$ cat src/rtl/cdr_param_pkg.sv
// rtl/cdr_param_pkg.sv - shared widths, state type and sample-point helper for the parametrised CDR
package cdr_param_pkg;

   typedef enum logic {
      ACQ    = 1'b0,
      LOCKED = 1'b1
   } cdr_state_e;

   // Bits needed to hold any value in 0 .. n-1 (at least one bit).
   function automatic int count_width(input int n);
      return (n <= 2) ? 1 : $clog2(n);
   endfunction

   // Signed timing error spans -OSR/2 .. OSR/2-1, so one extra bit over the counter.
   function automatic int err_width(input int osr);
      return $clog2(osr) + 1;
   endfunction

   function automatic int sample_point(input int osr);
      return osr / 2;
   endfunction

endpackage

$ cat src/rtl/phase_discriminator.sv
// rtl/phase_discriminator.sv - wrapped phase difference to raw bit, with first-sample suppression
module phase_discriminator #(
   parameter int PHASE_W = 6
) (
   input  logic               clk_i,
   input  logic               reset_i,
   input  logic [PHASE_W-1:0] phase_i,
   input  logic               ph_valid_i,
   output logic               raw_o,
   output logic               v1_o
);

   logic [PHASE_W-1:0] phase_q;
   logic [PHASE_W-1:0] dphi;
   logic               first_q;

   // Modular subtraction: the wrap of the phase accumulator falls out for free.
   assign dphi = phase_i - phase_q;

   always_ff @(posedge clk_i or posedge reset_i) begin
      if (reset_i) begin
         phase_q <= '0;
         first_q <= 1'b1;
         raw_o   <= 1'b0;
         v1_o    <= 1'b0;
      end else begin
         v1_o <= ph_valid_i && !first_q;
         if (ph_valid_i) begin
            phase_q <= phase_i;
            first_q <= 1'b0;
            if (!first_q) begin
               if (dphi[PHASE_W-1])
                  raw_o <= 1'b0;
               else if (dphi != '0)
                  raw_o <= 1'b1;
            end
         end
      end
   end

endmodule

$ cat src/rtl/bit_recovery_cdr_param.sv
// rtl/bit_recovery_cdr_param.sv - oversampling CDR with early/late correction, fast acquisition and lock tracking
module bit_recovery_cdr_param
   import cdr_param_pkg::*;
#(
   parameter int PHASE_W  = 6,
   parameter int OSR      = 8,
   parameter int LOCK_TOL = 1,
   parameter int LOCK_CNT = 16,
   parameter int MAX_RUN  = 8
) (
   input  logic               clk_i,
   input  logic               reset_i,
   input  logic [PHASE_W-1:0] phase_i,
   input  logic               ph_valid_i,
   output logic               data_o,
   output logic               data_en_o,
   output logic               lock_o
);

   localparam int CNT_W = count_width(OSR);
   localparam int ERR_W = err_width(OSR);
   localparam int LC_W  = count_width(LOCK_CNT + 1);
   localparam int RUN_W = count_width(MAX_RUN + 2);
   localparam int SP    = sample_point(OSR);
   localparam logic [LC_W-1:0]  LC_MAX  = LC_W'(LOCK_CNT);
   localparam logic [RUN_W-1:0] RUN_MAX = RUN_W'(MAX_RUN + 1);

   typedef logic signed [ERR_W-1:0] err_t;

   logic raw;
   logic v1;

   phase_discriminator #(
      .PHASE_W (PHASE_W)
   ) u_disc (
      .clk_i      (clk_i),
      .reset_i    (reset_i),
      .phase_i    (phase_i),
      .ph_valid_i (ph_valid_i),
      .raw_o      (raw),
      .v1_o       (v1)
   );

   cdr_state_e       state_q, state_d;
   logic [CNT_W-1:0] cnt_q, cnt_d;
   logic [LC_W-1:0]  lock_cnt_q, lock_cnt_d;
   logic [RUN_W-1:0] run_q, run_d;
   logic             raw_prev_q, raw_prev_d;
   logic             emit;
   logic             transition;
   logic             in_win;
   err_t             err;
   int               c_cur, c_nxt, e_int;

   assign c_cur      = int'(cnt_q);
   assign err        = (c_cur < SP) ? err_t'(c_cur) : err_t'(c_cur - OSR);
   assign e_int      = int'(err);
   assign in_win     = (e_int <= LOCK_TOL) && (e_int >= -LOCK_TOL);
   assign transition = (raw != raw_prev_q);
   assign lock_o     = (state_q == LOCKED);

   always_comb begin
      state_d    = state_q;
      cnt_d      = cnt_q;
      lock_cnt_d = lock_cnt_q;
      run_d      = run_q;
      raw_prev_d = raw_prev_q;
      emit       = 1'b0;
      c_nxt      = c_cur;
      if (v1) begin
         raw_prev_d = raw;
         // Before lock every edge realigns hard; once locked only nudge by one sample.
         if (!transition)
            c_nxt = (c_cur + 1) % OSR;
         else if (state_q == ACQ)
            c_nxt = 1;
         else if (e_int > 0)
            c_nxt = c_cur;
         else if (e_int < 0 && c_cur >= SP + 1)
            c_nxt = (c_cur + 2) % OSR;
         else
            c_nxt = (c_cur + 1) % OSR;
         cnt_d = CNT_W'(c_nxt);
         emit  = (c_nxt == SP);
         if (transition) begin
            run_d = '0;
            if (in_win) begin
               if (lock_cnt_q != LC_MAX)
                  lock_cnt_d = lock_cnt_q + 1'b1;
               if (lock_cnt_d == LC_MAX)
                  state_d = LOCKED;
            end else begin
               lock_cnt_d = '0;
               state_d    = ACQ;
            end
         end else if (emit) begin
            if (run_q != RUN_MAX)
               run_d = run_q + 1'b1;
            if (run_d == RUN_MAX) begin
               lock_cnt_d = '0;
               state_d    = ACQ;
            end
         end
      end
   end

   always_ff @(posedge clk_i or posedge reset_i) begin
      if (reset_i) begin
         state_q    <= ACQ;
         cnt_q      <= '0;
         lock_cnt_q <= '0;
         run_q      <= '0;
         raw_prev_q <= 1'b0;
         data_o     <= 1'b0;
         data_en_o  <= 1'b0;
      end else begin
         state_q    <= state_d;
         cnt_q      <= cnt_d;
         lock_cnt_q <= lock_cnt_d;
         run_q      <= run_d;
         raw_prev_q <= raw_prev_d;
         data_en_o  <= emit;
         if (emit)
            data_o <= raw;
      end
   end

endmodule

$ cat config.mk
export PLATFORM = sky130hd
export DESIGN_NAME = bit_recovery_cdr_param
export DESIGN_NICKNAME = d
export VERILOG_FILES = /design/src/rtl/cdr_param_pkg.sv /design/src/rtl/phase_discriminator.sv /design/src/rtl/bit_recovery_cdr_param.sv
export SDC_FILE = /design/constraint.sdc
export NUM_CORES = 1
export LEC_CHECK = 0
export BUFFER_PORTS_ARGS = -buffer_cell sky130_fd_sc_hd__buf_2
export CELL_PAD_IN_SITES_DETAIL_PLACEMENT = 1
export CELL_PAD_IN_SITES_GLOBAL_PLACEMENT = 2
export CORE_MARGIN = 1.5
export CORE_UTILIZATION = 34
export DETAILED_ROUTE_END_ITERATION = 12
export PLACE_DENSITY_LB_ADDON = 0.08
export SLEW_MARGIN = 20
export SYNTH_ARGS = -nofsm -noshare
export SYNTH_HDL_FRONTEND = slang
export SYNTH_HIERARCHICAL = 1
export SYNTH_SLANG_ARGS = --single-unit
$ cat constraint.sdc
create_clock -name clk_i -period 2.2 [get_ports clk_i]
set_input_delay 0.44 -clock clk_i [delete_from_list [all_inputs] [get_ports clk_i]]
set_output_delay 0.44 -clock clk_i [all_outputs]
set_load 0.01 [all_outputs]
==> impl_metrics.env <==
export IMPL_yosysUniqueCellTypes=52
export IMPL_tns_ns=0
export IMPL_crit_path_top_delay_cell="dfrtp_2"
export IMPL_numCtsBuffers=3
export IMPL_path_class="reg -> reg"
export IMPL_wl_um=4000
export IMPL_start_util=0.351
export IMPL_pwr_density_cell_mw_per_mm2=1050
export IMPL_hold_class="in -> async"
export IMPL_syn_nets=202
export IMPL_ir_worst_vdd_uv=329
export IMPL_ys_seq_area_frac=0.378
export IMPL_clkPwrFrac=0.141
export IMPL_dp_cells=258
export IMPL_synth_edff_count=0
export IMPL_die_h_um=72.8
export IMPL_core_area_sq_mm=0.00472
export IMPL_synth_area_leaders="dfrtp_1, ha_1, o21ai_0"
export IMPL_worstMarginPinSlew_ns=0.677
export IMPL_gp_congestion=0.831
export IMPL_async_flop_share=1.00
export IMPL_skew_ns=0.00562
export IMPL_final_cells=266
export IMPL_cp_num_buf_inv=1
export IMPL_place_area_sq_mm=0.00182
export IMPL_power_mw=2.05
export IMPL_hpwl_um=3110
export IMPL_hold_slack_ns=0.124
export IMPL_final_cell_mix="dfrtp_1, inv_1, o21ai_0, nand2_1, ha_1"
export IMPL_layout_drive_gt1_share=0.221
export IMPL_cts_buffer_depth=2
export IMPL_min_period_over_period=0.946
export IMPL_cp_end_kind="register"
export IMPL_antenna_found_initial=0
export IMPL_switchingPower_mw=0.875
export IMPL_die_width_um=72.8
export IMPL_synth_ff_latch_count=25
export IMPL_core_rowCount=25
export IMPL_swShare=0.427
export IMPL_num_io_pins=12
export IMPL_cts_root_buffer="clkbuf_8"
export IMPL_final_common_cell="dfrtp_1"
export IMPL_cp_max_fo=3
export IMPL_drv_cap=0
export IMPL_layout_nets=223
export IMPL_fin_crit_ns=2.08
export IMPL_drcViolationCount=0
export IMPL_insertion_delay_ns=0.28
export IMPL_utilization=0.413
export IMPL_clkTransAtPathRegs_ns=0.10
export IMPL_viasPerCell=5.11
export IMPL_final_setup_viol_count=0
export IMPL_syn2layout_area_growth_pct=17.6
export IMPL_hold_buffers=0
export IMPL_synth_warnings=6
export IMPL_internal_power_mw=1.17
export IMPL_slew_headroom=0.545
export IMPL_postSynthAreaPerCell_sq_um=9.26
export IMPL_grt_pass1_wl_um=7320
export IMPL_crit_family="compound AO/OA/AOI/OAI gates"
export IMPL_drt_iter0_markers=42
export IMPL_crit_path_cell_trace="ha_1 > inv_2 > ha_4 > nor3b_2 > o21ai_2 > a221o_1 > o21bai_1 > mux2_2"
export IMPL_antenna_left=0
export IMPL_wl_per_cell_um=15.0
export IMPL_fin_ws_ns=0.119
export IMPL_yosysTopAreaCell="dfrtp_1"
export IMPL_slew_violations=0
export IMPL_grt_overflow=0
export IMPL_slowest_delay_ns=0.43
export IMPL_port_buffers=11
export IMPL_arrival_ns=2.25
export IMPL_critPathLaunchType="register"
export IMPL_clock_sinks=25
export IMPL_grt_use_total=0.178
export IMPL_combinationalPowerShare=0.514
export IMPL_n_antenna_cell=0
export IMPL_leakage_nw=0.867
export IMPL_synthesis_area_sq_mm=0.00166
export IMPL_htreeDepth=1
export IMPL_grt_max_degree=17
export IMPL_post_place_ws_ns=-0.0953
export IMPL_fin_area_sq_mm=0.00195
export IMPL_via_count=1360
export IMPL_synthCells=179
export IMPL_fp_dieArea_sq_mm=0.00530
export IMPL_critical_path_required_ns=2.37
export IMPL_drtPass1Iterations=4
export IMPL_outcome="finished clean"
export IMPL_tritoncts="done"
export IMPL_grt_pass1_vias=1508
export IMPL_seqPwrFrac=0.345
export IMPL_max_freq_mhz=480
export IMPL_ys_flop_type="dfrtp_1"
export IMPL_finalHoldViolCount=0
export IMPL_synth_top_area_frac=0.362
## worst reg2reg max path: stages (launching register included)
cell	delay [ns]
dfrtp_2	0.43
ha_1	0.21
inv_2	0.07
ha_4	0.20
nor3b_2	0.19
o21ai_2	0.08
a221o_1	0.33
o21bai_1	0.20
mux2_2	0.27
## power by group through the flow
stage,sequential [mW],clock (mW),combinational [mW]
2_1_floorplan,0.660,0,0.668
3_3_place_gp,0.709,0,0.886
3_5_place_dp,0.718,0,0.921
4_1_cts,0.699,0.299,0.987
5_1_grt,0.732,0.314,1.19
6_report,0.706,0.290,1.05
## what timing repair did
action,4_1_cts,5_1_grt
endpoints found under the setup margin,5,7
endpoints found under the hold margin,0,0
setup buffers,3,1
resized for setup,3,11
pin swaps,1,4
## cells in the mapped netlist, drive strengths merged (2+ instances only)
cell type	n
a21o	3
dfrtp	24
a21oi	6
mux2	6
ha	13
nand2b	6
nand3	6
and3	2
xor2	3
nor2b	5
xnor2	5
or4	2
clkbuf	3
nor3	4
inv	16
nand4b	2
nor2	7
o21ai	17
or3	2
mux2i	2
nand4	3
buf	2
nand2	15
## cell type report
class	count	area, sq um
repair buffers	21	130
flip-flops and latches	25	628
fillers	559	2770
multi-input cells	133	1000
well taps	67	83.8
clock buffers	4	45.0
inverters	16	60.1
## flip-flops by register name, indices dropped and copies added, names as in the netlist
name            flops
raw_prev_q          1
cnt_q               3
u_disc/phase_q      6
lock_o              1
run_q               4
u_disc/v1_o         1
lock_cnt_q          5
u_disc/raw_o        1
u_disc/first_q      1
data_o              1
data_en_o           1
## final timing paths
path | cells past startpoint | startpoint | end | slack (ns)
max reg2reg | 8 | cnt_q[0] | lock_cnt_q[0] | 0.12
min | 2 | reset_i | u_disc/phase_q[2] | 0.12
min reg2reg | 1 | u_disc/first_q | u_disc/first_q | 0.49
max in group asynchronous | 2 | reset_i | cnt_q[0] | 1.51
min in group clk_i | 3 | phase_i[2] | u_disc/phase_q[2] | 0.39
max | 8 | cnt_q[0] | lock_cnt_q[0] | 0.12
## metal layers
layer / share of wire / up-vias / global-route usage
li1: - / 671 / -
met1: 0.46 / 675 / 0.230
met2: 0.52 / 9 / 0.314
met3: 0.013 / 5 / 0.0207
met4: 0.011 / 0 / 0.0503
met5: 0 / - / 0
## cell families (layout without fill, tap and decap cells)
| group | after synthesis | count (layout) | synth area share |
|---|---|---|---|
| compound gates | 42 | 42 | 0.167 |
| xor+xnor | 8 | 8 | 0.0423 |
| fa+ha+maj | 14 | 14 | 0.110 |
| buf+inv | 21 | 41 | 0.0483 |
| flops | 25 | 25 | 0.378 |
| mux | 8 | 8 | 0.0528 |
| simple gates | 61 | 61 | 0.202 |
Note: power is estimated with default switching activity, not from simulation.
